## src/rtl/clk_div_pkg.sv

```systemverilog
// Shared constants for the multi-channel clock divider.
// Output mode encoding and the default counter width.
package clk_div_pkg;

  typedef enum logic {
    MODE_TOGGLE = 1'b0,
    MODE_PULSE  = 1'b1
  } mode_e;

  localparam int CW_DEFAULT = 27;

endpackage

```

## src/rtl/clk_div_multi_if.sv

```systemverilog
// Control/status bundle for clk_div_multi: per-channel enables, modes and limits in,
// divided clocks and terminal-count strobes out.
interface clk_div_multi_if
  import clk_div_pkg::*;
#(
  parameter int NCH = 4,
  parameter int CW  = CW_DEFAULT
) ();

  logic [NCH-1:0]    en;
  logic [NCH-1:0]    mode;
  logic [NCH*CW-1:0] limit;
  logic              sync_clr;
  logic [NCH-1:0]    div_out;
  logic [NCH-1:0]    tick;

  modport master (
    output en, mode, limit, sync_clr,
    input  div_out, tick
  );

  modport slave (
    input  en, mode, limit, sync_clr,
    output div_out, tick
  );

endinterface

```

## src/rtl/clk_div_chan.sv

```systemverilog
// One divider channel: counts to a shadowed limit, emits tick and toggle/pulse output.
// Outputs registered, one edge after the terminal-count cycle; no backpressure.
module clk_div_chan
  import clk_div_pkg::*;
#(
  parameter int CW = CW_DEFAULT
) (
  input  logic          clk,
  input  logic          rst,
  input  logic          en,
  input  logic          mode,
  input  logic [CW-1:0] limit,
  input  logic          sync_clr,
  output logic          div_out,
  output logic          tick
);

  logic [CW-1:0] cnt_q, cnt_d;
  logic [CW-1:0] shadow_q, shadow_d;
  logic          armed_q, armed_d;
  logic          div_out_q, div_out_d;
  logic          tick_q, tick_d;

  always_comb begin
    cnt_d     = cnt_q;
    shadow_d  = shadow_q;
    armed_d   = armed_q;
    div_out_d = div_out_q;
    tick_d    = 1'b0;
    if (sync_clr) begin
      cnt_d     = '0;
      shadow_d  = limit;
      armed_d   = 1'b1;
      div_out_d = 1'b0;
    end else if (!en) begin
      shadow_d = limit;
      if (mode == MODE_PULSE) div_out_d = 1'b0;
    end else if (!armed_q) begin
      shadow_d = limit;
      armed_d  = 1'b1;
    end else if (cnt_q >= shadow_q) begin
      // ">=" so a held count above a freshly lowered limit ends the period at once
      cnt_d     = '0;
      shadow_d  = limit;
      tick_d    = 1'b1;
      div_out_d = (mode == MODE_PULSE) ? 1'b1 : ~div_out_q;
    end else begin
      cnt_d = cnt_q + 1'b1;
      if (mode == MODE_PULSE) div_out_d = 1'b0;
    end
  end

  always_ff @(posedge clk or negedge rst) begin
    if (!rst) begin
      cnt_q     <= '0;
      shadow_q  <= '0;
      armed_q   <= 1'b0;
      div_out_q <= 1'b0;
      tick_q    <= 1'b0;
    end else begin
      cnt_q     <= cnt_d;
      shadow_q  <= shadow_d;
      armed_q   <= armed_d;
      div_out_q <= div_out_d;
      tick_q    <= tick_d;
    end
  end

  assign div_out = div_out_q;
  assign tick    = tick_q;

endmodule

```

## src/rtl/clk_div_multi.sv

```systemverilog
// NCH independent programmable clock-enable/divider channels sharing clk, rst and sync_clr.
// Outputs registered in each channel; no backpressure.
module clk_div_multi
  import clk_div_pkg::*;
#(
  parameter int NCH = 4,
  parameter int CW  = CW_DEFAULT
) (
  input logic            clk,
  input logic            rst,
  clk_div_multi_if.slave bus
);

  logic [NCH-1:0] div_out_w;
  logic [NCH-1:0] tick_w;

  for (genvar i = 0; i < NCH; i++) begin : g_chan
    clk_div_chan #(.CW(CW)) u_chan (
      .clk      (clk),
      .rst      (rst),
      .en       (bus.en[i]),
      .mode     (bus.mode[i]),
      .limit    (bus.limit[i*CW +: CW]),
      .sync_clr (bus.sync_clr),
      .div_out  (div_out_w[i]),
      .tick     (tick_w[i])
    );
  end

  assign bus.div_out = div_out_w;
  assign bus.tick    = tick_w;

endmodule

```

## src/flat_wrapper.sv

```systemverilog
// flat-port wrapper written by rule: the top's interface ports become plain ports
module clk_div_multi_flat import clk_div_pkg::*;
#(
  parameter int NCH = 4,
  parameter int CW  = CW_DEFAULT
)
  (clk, rst, bus_en, bus_mode, bus_limit, bus_sync_clr, bus_div_out, bus_tick);
  clk_div_multi_if #(.NCH(NCH), .CW(CW)) bus_i ();
  input logic clk;
  input logic rst;
  input wire logic [$bits(bus_i.en)-1:0] bus_en;
  input wire logic [$bits(bus_i.mode)-1:0] bus_mode;
  input wire logic [$bits(bus_i.limit)-1:0] bus_limit;
  input wire logic [$bits(bus_i.sync_clr)-1:0] bus_sync_clr;
  output wire logic [$bits(bus_i.div_out)-1:0] bus_div_out;
  output wire logic [$bits(bus_i.tick)-1:0] bus_tick;
  assign bus_i.en = bus_en;
  assign bus_i.mode = bus_mode;
  assign bus_i.limit = bus_limit;
  assign bus_i.sync_clr = bus_sync_clr;
  assign bus_div_out = bus_i.div_out;
  assign bus_tick = bus_i.tick;
  clk_div_multi #(.NCH(NCH), .CW(CW)) u_core (.clk(clk), .rst(rst), .bus(bus_i));
endmodule
```

## config.mk

```make
export PLATFORM = sky130hd
export DESIGN_NAME = clk_div_multi_flat
export DESIGN_NICKNAME = d
export VERILOG_FILES = /design/src/rtl/clk_div_pkg.sv /design/src/rtl/clk_div_multi_if.sv /design/src/rtl/clk_div_chan.sv /design/src/rtl/clk_div_multi.sv /design/src/flat_wrapper.sv
export SDC_FILE = /design/constraint.sdc
export NUM_CORES = 1
export LEC_CHECK = 0
export ABC_AREA = 1
export CORE_ASPECT_RATIO = 0.75
export CORE_MARGIN = 2
export CORE_UTILIZATION = 50
export DETAILED_ROUTE_END_ITERATION = 16
export GPL_TIMING_DRIVEN = 1
export PLACE_DENSITY = 0.81
export SYNTH_ARGS = -nofsm -noshare
export SYNTH_HDL_FRONTEND = slang
export SYNTH_SLANG_ARGS = --single-unit
```

## constraint.sdc

```tcl
create_clock -name clk -period 3.9 [get_ports clk]
set_input_delay 0.39 -clock clk [delete_from_list [all_inputs] [get_ports clk]]
set_output_delay 0.39 -clock clk [all_outputs]
set_load 0.01 [all_outputs]
```

Word-level counts from Yosys, hierarchy flattened

Index checks and enable logic that the tools add are counted.

Word-level logic and storage cells: 132
Memories: 0
Register bits after elaboration: 228
Bits in read-only memories: 0
Output and inout port bits: 8
Memory bits (writable): 0
Bits in latches: 0
Input bits: 119

Multiply operators: 0
Divide/modulo/power cells: 0
Reductions and logical operators: 12
Bitwise logic cells: 4
Order comparisons: 4
Multiplexer cells: 80
$add $sub $neg: 4
Shift operators: 0
Eq/ne operators: 8

Operators with widths:

| kind                    | number |
|---|---|
| $mux W27                | 32 |
| $add A27 B1 Y27 const B | 4 |
| $ge A27 B27 Y1          | 4 |
| $mux W1                 | 48 |
| $ne A4 B3 Y1 const B    | 4 |
| $reduce_bool A2 Y1      | 8 |
| $ne A3 B1 Y1 const B    | 4 |
| $reduce_and A2 Y1       | 4 |
| $not A1 Y1              | 4 |

Logic depth before layout (Yosys ltp)

Gate-level depths: netlist (run 1).

Depth in word-level cells: 6
Mapped depth: 16
Mapped depth without buffers: 14

By module

Synthesis (run 1) repeated with hierarchy kept, for this count alone.

Cells, all modules: 1868
Area total of the unflattened synthesis: 14555.2 um^2

By module, submodules not included:

| module                                      | area each (um^2) | times used | cells each | seq. area each (um^2) |
|---|---|---|---|---|
| clk_div_chan at u_core.g_chan[0].u_chan ... | 3621.0           | 2          | 468        | 1426.4 |
| clk_div_chan at u_core.g_chan[1].u_chan     | 3713.6           | 1          | 469        | 1426.4 |
| clk_div_chan at u_core.g_chan[3].u_chan     | 3599.7           | 1          | 463        | 1426.4 |

Least setup slack after synthesis (run 1)

Ideal clock, no wire load.

Kind: register to register
From: register u_core.g_chan[0].u_chan.cnt_q[22]
To: register u_core.g_chan[0].u_chan.shadow_q[10]
Arrival: 1.801 ns
Buffers on the path: 2
Setup time: 0.130 ns
Data required time: 3.770 ns
Cell stages (with the launch flop): 16
Slack: 1.968 ns
Clock period less this slack: 1.932 ns
Path through: dfrtp_1 ha_1 nand2_1 inv_1 nand2_1 nand2_1 nand2_1 nand2_1 a21oi_2 nand2_1 nor2_4 nand2_4 buf_6 buf_6 nand2_1 o21ai_1

Cells in the longest elaborated chain, start to end: 2

Ends and longest elaborated chain:

| what                          | RTL line           | RTL |
|---|---|---|
| start: declaration            | clk_div_chan.sv:18 | `logic [CW-1:0] cnt_q, cnt_d;` |
| start signal: assignment      | clk_div_chan.sv:61 | `cnt_q <= cnt_d;` |
| $ge A27 B27 Y1                | clk_div_chan.sv:41 | `end else if (cnt_q >= shadow_q) begin` |
| $ne A4 B3 Y1 (no source line) | --                 |  |
| end signal: assignment        | clk_div_chan.sv:62 | `shadow_q <= shadow_d;` |
| end: declaration              | clk_div_chan.sv:19 | `logic [CW-1:0] shadow_q, shadow_d;` |

Every way passes these cells.
A chain may end at the register's enable or synchronous reset.

Worst setup path after layout (run 1)

From: register u_core.g_chan[2].u_chan.cnt_q[12]
To: register u_core.g_chan[2].u_chan.cnt_q[13]

Cells in the longest elaborated chain, start to end: 5
Elaborated cells on any way between the ends: 6
Classes of those cells: 1 x add/sub; 1 x order compare; 4 x mux

Ends and longest elaborated chain:

| what                                              | RTL line                               | RTL |
|---|---|---|
| start: declaration                                | clk_div_chan.sv:18                     |  |
| start signal: assignment                          | clk_div_chan.sv:61                     |  |
| $add A27 B1 Y27 or $ge A27 B27 Y1 (tied branches) | clk_div_chan.sv:48, clk_div_chan.sv:41 |  |
| $mux W27 *                                        | clk_div_chan.sv:41                     |  |
| $mux W27 *                                        | clk_div_chan.sv:38                     | `end else if (!armed_q) begin` |
| $mux W27 *                                        | clk_div_chan.sv:35                     | `end else if (!en) begin` |
| $mux W27 *                                        | clk_div_chan.sv:30                     | `if (sync_clr) begin` |

Every way passes the cells marked *; elsewhere a longest branch is shown, timed or not. The select of a mux whose other input is x is not followed.

==> results.cfg, run 1 <==
[timing]
drv_slew = 0
setup_viol = 0
rsz0062_at_grt = false
setup_tns_ns = 0
tightest_slew_ns = 0.855
period_share_pct = 70.8
setup_ws_ns = 1.14
period_minus_slack_ns = 2.76
relSlewSlack_pct = 43.0
finalHoldViolCount = 0
max_freq_mhz = 362
fin_skew_ns = 0.0167

[detailed_routing]
vias = 12300
wire_per_inst_um = 14.1
via_per_inst = 5.20
drc = 0
drt-total-wl_mm = 33.5
drtIter0Drc = 968
first_pass_iters = 6
ant_nets = 0

[global_routing]
grtUsageTotal_pct = 22.6
gr-usage-met1_pct = 32.1
grt_pass1_wl_mm = 57.3
overflow = 0
gr-usage-met2_pct = 37.1
grt_antenna_before_repair = 1
grt_use_met3_pct = 3.55
grt_pass1_vias = 11900
grt_max_degree = 90
busiest_layer = met2

[setup_path]
end_kind = flop
cp_max_fo = 76
path_cells = ha_1 > inv_1 > nor2_1 > nand2_1 > nor2_1 > inv_1 > nor2_1 > nand2_1 > clkinv_1 > nor2_4 > nand2_4 > o21ai_0
worst_r2r_path_depth = 12
critPathMaxStageDelay_ns = 0.59
arrival_ns = 3.11
slowest_stage = nand2_4
cp-start-kind = flop
critPathMostFrequentCell = nor2_1
reg2reg_slack_ns = 1.14
cp_data_required_time_ns = 4.25
timing.rr.start = u_core.g_chan[2].u_chan.cnt_q[12]$_DFFE_PN0P_
r2r_end = u_core.g_chan[2].u_chan.cnt_q[13]$_DFFE_PN0P_
crit_type = flop to flop

[logic_synthesis]
post-synth-top-area-fraction_pct = 39.3
synth_edf_count = 0
synth_cell_type_count = 39
synth_compound_area_share_pct = 11.9
synthesis.nets = 2089
synth_top_family_by_area = simple AND/OR/NAND/NOR gates
synthArstFlopShare_pct = 100
synth_flop_cell = dfrtp_1
ys_warn_count = 0
syn_area_per_cell_um2 = 7.81
yosys.area.top_type = dfrtp_1
synthXorXnorAreaFrac_pct = 4.41
synthAdderAreaFrac_pct = 9.66
synth_area_leaders = dfrtp_1, nand2_1, ha_1
synth_area_um2 = 14500
syn_inst = 1858
synthMuxAreaShare_pct = 0
synth-simple-area-share_pct = 24.2
yosysSeqAreaShare_pct = 39.3
ys_ff_latch = 228

[clocking]
htreeDepth = 1
cts_tree = built
postCtsHoldBufs = 1
clockBufferDepth = 3
path_clk_slew_ns = 0.06
numCtsBuffers = 26
post_cts_buffers = 0
clk_latency_ns = 0.53
root_buffer = clkbuf_16
cts_sinks = 228
cts_resized = 0

[min_path]
min_from = bus_limit[63]
hold-path-cell-count = 3
hold_class = input pin to flop
min_to = u_core.g_chan[2].u_chan.shadow_q[9]$_DFFE_PN0P_

[power]
ir_worst_vdd_mv = 0.279
leakage_uw = 0.00819
cellPowerDensity_nw_per_um2 = 331

[finish]
layout-drive-gt1-share_pct = 6.30
nets = 2199
syn2layout_area_growth_pct = 15.8
antenna_cells = 0
multi_input_area_um2 = 7270
ff_latch_area_um2 = 5710
fin_area_um2 = 16800
fillers = 2565

[outcome]
status = finished, final reports clean

[floorplanning]
rows = 53
die_h_um = 152
dieArea_um2 = 30400
core_um2 = 28200
initial_utilization_pct = 51.3
chipWidth_um = 201
io_pins = 127

[placement]
dpl.hpwl_mm = 24.7
pre_cts_ws_ns = 0.732
place.gp.congestion = 0.926
io_buffers = 126
postPlaceCellArea_um2 = 15900

[run]
cap_violations = 0
## synth_stat cells (5+ instances only)
cell      count
inv_1       304
nor2_1      120
buf_6        18
buf_2        11
a21oi_1      37
nor2_4        5
o21a_1        5
xor2_1       66
dfrtp_1     228
ha_1        112
nand3_1      84
nor4_1        5
nand4_1      40
o21ai_2      21
buf_4         8
xnor2_1       7
o22ai_2      31
nor3_1       41
o21ai_1      90
clkbuf_1     11
o22ai_1      20
o21ai_0      50
nand2_1     498
nor2_2        7
## cell type report
class,count,share of cell area (%)
clock buffers,40,4.55
clock inverters,5,0.462
inverters,310,6.93
multi-input cells,1270,43.3
flip-flops and latches,228,34.0
well taps,385,2.87
repair buffers,132,7.97
## cell usage in the layout (no fill, tap or decap), types with 3 or more instances in the layout
cell type,synthesis,final
xor2_1,66,66
nand2_1,498,498
a21oi_2,3,3
nor2_4,5,5
nand3b_1,4,4
o21a_1,5,5
inv_1,304,304
clkbuf_1,11,9
clkbuf_8,0,4
o21ai_2,21,21
inv_2,4,4
nor3_1,41,41
dfrtp_1,228,228
o21bai_1,4,4
buf_4,8,3
nand2_4,4,4
nor2_1,120,120
nor4_1,5,5
nand3_1,84,84
clkdlybuf4s50_1,0,125
a21o_1,4,4
o21ai_1,90,90
clkbuf_16,0,27
xnor2_1,7,7
o22ai_2,31,31
o21ai_0,50,50
nor3_2,3,3
o22ai_1,20,20
nand4_1,40,40
ha_1,112,112
nor2_2,7,7
a21oi_1,37,37
## worst max-delay path by stage
stage	endpoint	slack [ns]	start	cells after the start
6_report	u_core.g_chan[2].u_chan.cnt_q[13]$_DFFE_PN0P_	1.14	u_core.g_chan[2].u_chan.cnt_q[12]$_DFFE_PN0P_	12
2_1_floorplan	u_core.g_chan[0].u_chan.shadow_q[10]$_DFFE_PN0P_	1.97	u_core.g_chan[0].u_chan.cnt_q[22]$_DFFE_PN0P_	15
3_3_place_gp	u_core.g_chan[1].u_chan.cnt_q[0]$_DFFE_PN0P_	0.90	bus_sync_clr	6
5_1_grt	u_core.g_chan[2].u_chan.cnt_q[13]$_DFFE_PN0P_	0.89	u_core.g_chan[2].u_chan.cnt_q[2]$_DFFE_PN0P_	10
3_5_place_dp	u_core.g_chan[1].u_chan.cnt_q[14]$_DFFE_PN0P_	0.73	bus_sync_clr	6
4_1_cts	u_core.g_chan[2].u_chan.cnt_q[13]$_DFFE_PN0P_	1.15	u_core.g_chan[2].u_chan.cnt_q[12]$_DFFE_PN0P_	12
## metrics by stage
stage          utilization (%)  power, uW  std cells  hold WS (ns)
2_1_floorplan                -       2910       1858        0.0944
3_3_place_gp              56.4       3140       2324         0.456
3_5_place_dp              56.4       3170       2324         0.458
4_1_cts                   59.5       5630       2370         0.380
5_1_grt                   59.5       5830       2370         0.406
6_report                  59.5       5560       2370         0.401
## flip-flops by register name, indices dropped and copies added (netlist names)
signal                         cells
u_core.g_chan.u_chan.armed_q       4
u_core.g_chan.u_chan.cnt_q       108
u_core.g_chan.u_chan.div_out       4
u_core.g_chan.u_chan.shadow_q    108
u_core.g_chan.u_chan.tick          4
## power breakdown
group          leakage [uW]  switching [uW]  total, uW  internal (uW)
Combinational       0.00484             367        618            251
Sequential          0.00294            36.9       2510           2470
Clock              0.000408             972       2440           1470
## routing by layer
layer | wire (um) | part of all wire [%] | vias up
met3 | 1820 | 5.4 | 52
met2 | 15000 | 45 | 312
li1 | - | - | 6185
met4 | 654 | 2.0 | 2
met1 | 16000 | 48 | 5784
met5 | 13 | 0.039 | -
## kinds of logic (layout without fill, tap and decap cells)
logic type,after synthesis,after routing
AND/OR/NAND/NOR,818,818
buffers and inverters,360,487
AO/OA/AOI/OAI,267,267
flip-flops,228,228
adder cells (fa/ha/maj),112,112
XOR/XNOR,73,73
## critical path, delay by kind of cell, from the launching register on
family	cells	cell delay [ns]
simple gates	7	1.32
flops	1	0.43
fa+ha+maj	1	0.33
compound gates	1	0.24
buf+inv	3	0.21
Note: power is estimated with default switching activity, not from simulation.
==> inputs of run 2 (changes only) <==
Settings changed: PLACE_DENSITY 0.81 to 0.83.
Clock period 3.9 ns to 2.5 ns, I/O delays scaled along.
==> results.cfg, run 2 (same netlist as run 1, synthesis figures left out) <==
[finish]
multi_input_area_um2 = 7290
final_common_cell = nand2_1
final_core_util_pct = 60.3
final_cell_count_no_fill = 2392
final_cell_mix = nand2_1, inv_1, dfrtp_1
fin_area_um2 = 17000
ff_latch_area_um2 = 5710
syn2layout_area_growth_pct = 17.5
nets = 2223
reg.largest.list = u_core.g_chan.u_chan.cnt_q x108, u_core.g_chan.u_chan.shadow_q x108
fillers = 2441
layout-drive-gt1-share_pct = 7.57
antenna_cells = 0

[clocking]
path_clk_slew_ns = 0.06
htreeDepth = 1
cts_sinks = 228
cts_tree = built
clockBufferDepth = 3
root_buffer = clkbuf_16
clk_latency_ns = 0.53
numCtsBuffers = 24

[setup_path]
cp-startpoint = u_core.g_chan[2].u_chan.cnt_q[2]$_DFFE_PN0P_
path_buf_inv = 2
critPathMostFrequentCell = nand2_1
end_kind = flop
timing.rr.start = u_core.g_chan[2].u_chan.cnt_q[2]$_DFFE_PN0P_
arrival_ns = 2.74
crit_type = flop to flop
crit_family = simple AND/OR/NAND/NOR gates
cp_data_required_time_ns = 2.91
cp_max_fo = 34
critPathMaxStageDelay_ns = 0.44
path_cells = ha_1 > a21oi_1 > nand2_1 > nand2_1 > nand3_1 > nand2_1 > clkinv_1 > nor2_4 > nand2_4 > buf_12 > nand2_1 > nand2_1
cp-start-kind = flop
slowest_stage = dfrtp_1

[placement]
place.gp.congestion = 0.945
postPlaceCellArea_um2 = 16200
dpl.hpwl_mm = 25.9
dpl.cell_count = 2348
io_buffers = 126

[timing]
finalHoldViolCount = 0
tightest_slew_ns = 0.703
period_share_pct = 93.2
period_minus_slack_ns = 2.33
relSlewSlack_pct = 52.7
fin_skew_ns = 0.0101
drv_slew = 0
max_freq_mhz = 429
setup_viol = 0
setup_tns_ns = 0

[global_routing]
grt_pass1_wl_mm = 57.6
grt_antenna_before_repair = 0
grt_pass1_vias = 11900
overflow = 0
gr-usage-met1_pct = 32.1
grt_max_degree = 81
gr-usage-met2_pct = 38.2
busiest_layer = met2
grt_use_met3_pct = 3.49
grtUsageTotal_pct = 23.0

[min_path]
hold_class = input pin to flop
min_from = bus_limit[85]

[power]
power_switching_uw = 2160
cellPowerDensity_nw_per_um2 = 505
swShare_pct = 25.1
p_clk_share_pct = 42.7
p_int_uw = 6450
pwr-share-comb_pct = 11.9
leakage_uw = 0.00833
seqPwrFrac_pct = 45.4
ir_worst_vdd_mv = 0.498

[floorplanning]
io_pins = 127
core_um2 = 28200
initial_utilization_pct = 51.3
rows = 53
chipWidth_um = 201
dieArea_um2 = 30400
die_h_um = 152

[detailed_routing]
drc = 0
drtIter0Drc = 756
drt-total-wl_mm = 34.6
via_per_inst = 5.17
vias = 12400
wire_per_inst_um = 14.5
ant_nets = 0
first_pass_iters = 5

[run]
cap_violations = 0

[outcome]
status = finished, final reports clean
run 2: cell count changes in the layout (fill, tap and decap cells not counted), moves of 2 or more:
cell | before | now
buf_4 | 3 | 23
buf_12 | 2 | 8
clkbuf_1 | 9 | 5
clkbuf_16 | 27 | 25
clkinv_2 | 2 | 4
nand2_4 | 4 | 2
nand2_8 | 0 | 2
run 2: path summary, 6_finish.rpt:
kind	endpoint	slack (ns)	depth (start not counted)
setup / recovery	u_core.g_chan[2].u_chan.shadow_q[0]$_DFFE_PN0P_	0.17	12
hold reg to reg	u_core.g_chan[2].u_chan.armed_q$_DFFE_PN0P_	0.51	2
min in group asynchronous	u_core.g_chan[3].u_chan.shadow_q[10]$_DFFE_PN0P_	0.32	2
setup reg to reg	u_core.g_chan[2].u_chan.shadow_q[0]$_DFFE_PN0P_	0.17	12
max in group asynchronous	u_core.g_chan[1].u_chan.shadow_q[17]$_DFFE_PN0P_	1.41	3
hold / removal	u_core.g_chan[3].u_chan.shadow_q[4]$_DFFE_PN0P_	0.26	3
run 2: worst register-to-register path, delay by kind of cell (launching register included):
kind | cells | cell delay, ns
DFF | 1 | 0.44
buffers and inverters | 2 | 0.30
adders and majority gates | 1 | 0.35
AOI/OAI and AO/OA | 1 | 0.16
and+or+nand+nor | 8 | 0.98
run 2: final cells by class:
type                            count  share of cell area, %
Multi-Input combinational cell   1270                   42.8
Inverter                          310                   6.83
Clock buffer                       35                   4.19
Tap cell                          385                   2.83
Clock inverter                      6                  0.470
Sequential cell                   228                   33.5
Timing Repair Buffer              158                   9.44
run 2: power groups by stage:
stage / clock, uW / combinational (uW) / sequential [uW]
after floorplan: 0 / 573 / 3960
after global placement: 0 / 985 / 3970
after detailed placement: 0 / 1020 / 3980
after CTS: 3760 / 1030 / 3910
after global routing: 3920 / 1160 / 3920
final: 3680 / 1030 / 3910
run 2: what timing repair did:
action	in CTS	in global routing
setup endpoints to repair	0	58
hold buffers	1	0
endpoints found under the hold margin	75	0
setup buffers	0	2
resized for setup	0	4
run 2: per-stage QoR:
| stage | hold slack (ns) | total power (uW) | worst slack [ns] |
|---|---|---|---|
| after detailed placement | 0.294 | 5000 | 0.152 |
| after floorplan | -0.0456 | 4530 | 0.568 |
| after global routing | 0.252 | 9010 | -0.00178 |
| after CTS | 0.241 | 8710 | 0.138 |
| after global placement | 0.295 | 4950 | 0.217 |
| final | 0.260 | 8610 | 0.169 |
run 2: per-layer routing:
| layer | part of all wire (%) | routed length (um) |
|---|---|---|
| met4 | 1.8 | 633 |
| met2 | 46 | 15800 |
| met1 | 47 | 16300 |
| met5 | 0 | 0 |
| met3 | 5.6 | 1930 |
==> inputs of run 3 (changes only) <==
==> constraint.sdc (replaced) <==
create_clock -name clk -period 2.5 [get_ports clk]
set_input_delay 0.375 -clock clk [delete_from_list [all_inputs] [get_ports clk]]
set_output_delay 0.375 -clock clk [all_outputs]
set_load 0.01 [all_outputs]
==> results.cfg, run 3 (same netlist as run 1, synthesis figures left out) <==
[outcome]
status = finished, final reports clean

[global_routing]
grt_pass1_wl_mm = 58.3
grt_max_degree = 61
grt_antenna_before_repair = 1
overflow = 0
grtUsageTotal_pct = 23.4
grt_pass1_vias = 12000

[floorplanning]
core_um2 = 28200
io_pins = 127
chipWidth_um = 201
dieArea_um2 = 30400
initial_utilization_pct = 51.3
die_h_um = 152
rows = 53

[detailed_routing]
first_pass_iters = 5
wire_per_inst_um = 14.6
wl_met3_mm = 1.82
drt-total-wl_mm = 35.0
ant_nets = 0
wl_met1_mm = 16.7
routed.top_layer = met5
via_per_inst = 5.18
drtIter0Drc = 873
wl_met2_mm = 15.6
drc = 0
vias = 12400

[clocking]
cts_tree = built
cts_sinks = 228
htreeDepth = 1
numCtsBuffers = 24
clockBufferDepth = 3
path_clk_slew_ns = 0.07
root_buffer = clkbuf_16
clk_latency_ns = 0.55

[power]
cellPowerDensity_nw_per_um2 = 534
power_switching_uw = 2200
leakage_uw = 0.00837
seqPwrFrac_pct = 42.7
ir_worst_vdd_mv = 0.414
p_clk_share_pct = 46.1
p_int_uw = 6950
pwr-share-comb_pct = 11.2
swShare_pct = 24.1
p_total_uw = 9150

[timing]
setup_viol = 0
setup_tns_ns = 0
finalHoldViolCount = 0
fin_skew_ns = 0.0232
max_freq_mhz = 421
tightest_slew_ns = 0.732
drv_slew = 0
whs_ns = 0.369
period_share_pct = 95.0
relSlewSlack_pct = 51.0
period_minus_slack_ns = 2.37
rsz0062_at_grt = false

[setup_path]
worst_r2r_path_depth = 11
crit_type = flop to flop
end_kind = flop
cp-start-kind = flop
arrival_ns = 2.79
cp_data_required_time_ns = 2.91
cp_max_fo = 28

[min_path]
hold_class = input pin to async pin

[finish]
syn2layout_area_growth_pct = 18.2
reg.largest.list = u_core.g_chan.u_chan.cnt_q x108, u_core.g_chan.u_chan.shadow_q x108
final_cell_count_no_fill = 2393
fillers = 2452
final_common_cell = nand2_1
layout-drive-gt1-share_pct = 7.57
antenna_cells = 0
final_cell_mix = nand2_1, inv_1, dfrtp_1
nets = 2221

[placement]
place.gp.congestion = 0.925
dpl.cell_count = 2347
dpl.hpwl_mm = 25.9
io_buffers = 126

[run]
cap_violations = 0
==> run 3: cell types whose count changed in the layout (fill, tap and decap cells not counted) <==
cell / delta
buf_4: -2
bufinv_16: +5
clkbuf_1: +2
clkbuf_8: -1
clkinv_2: -3
nand2_4: +1
nand2_8: -1
nor2_1: -1
nor2_2: +1
o21ai_0: +1
o21ai_1: -1
==> run 3: critical path, stage by stage (launching register included) <==
cell     delay (ns)
dfrtp_1        0.45
ha_1           0.35
nand2_1        0.10
nor2_1         0.21
nand2_1        0.12
nor3_1         0.17
nand2_1        0.10
inv_1          0.10
nor2_4         0.05
nand2_4        0.26
buf_4          0.23
o21ai_0        0.10
==> run 3: area by class of cell <==
cell class / instances / area (um^2) / area share, %
Clock buffer: 36 / 707 / 4.12
Clock inverter: 8 / 215 / 1.26
Inverter: 310 / 1160 / 6.79
Multi-Input combinational cell: 1270 / 7280 / 42.5
Sequential cell: 228 / 5710 / 33.3
Tap cell: 385 / 482 / 2.81
Timing Repair Buffer: 156 / 1590 / 9.30
==> run 3: per-layer routing <==
layer	vias to the layer above	track usage, %
li1	6226	-
met1	5810	32.9
met2	297	37.7
met3	62	3.81
met4	2	6.04
met5	-	0
==> run 3: timing repair <==
item | in CTS | in global routing
hold buffers | 1 | 0
endpoints found under the hold margin | 54 | 0
gates resized for setup | 0 | 3
setup buffers | 0 | 1
setup endpoints to repair | 0 | 52
==> run 3: path summary, 6_finish.rpt <==
path | from | slack [ns] | end
max in group asynchronous | rst | 1.41 | u_core.g_chan[0].u_chan.cnt_q[24]$_DFFE_PN0P_
setup reg to reg | u_core.g_chan[1].u_chan.cnt_q[18]$_DFFE_PN0P_ | 0.13 | u_core.g_chan[1].u_chan.cnt_q[2]$_DFFE_PN0P_
hold / removal | rst | 0.37 | u_core.g_chan[3].u_chan.shadow_q[12]$_DFFE_PN0P_
hold reg to reg | u_core.g_chan[1].u_chan.armed_q$_DFFE_PN0P_ | 0.50 | u_core.g_chan[1].u_chan.armed_q$_DFFE_PN0P_
setup / recovery | u_core.g_chan[1].u_chan.cnt_q[18]$_DFFE_PN0P_ | 0.13 | u_core.g_chan[1].u_chan.cnt_q[2]$_DFFE_PN0P_
min in group clk | bus_limit[44] | 0.38 | u_core.g_chan[1].u_chan.shadow_q[17]$_DFFE_PN0P_
==> run 3: power groups by stage <==
stage	Clock, uW	Combinational, uW	Sequential [uW]
final	4220	1020	3910
after global routing	4470	1160	3920
after CTS	4310	1030	3910
after detailed placement	0	1020	3980
after global placement	0	981	3970
after floorplan	0	573	3960
==> run 3: per-stage QoR <==
step                      utilization (%)  instance area (um^2)  setup slack (ns)
after floorplan                         -                 14500             0.568
after global placement               57.3                 16200             0.106
after detailed placement             57.3                 16200            0.0494
after CTS                            60.6                 17100            0.0906
after global routing                 60.7                 17100            0.0131
final                                60.7                 17100             0.126
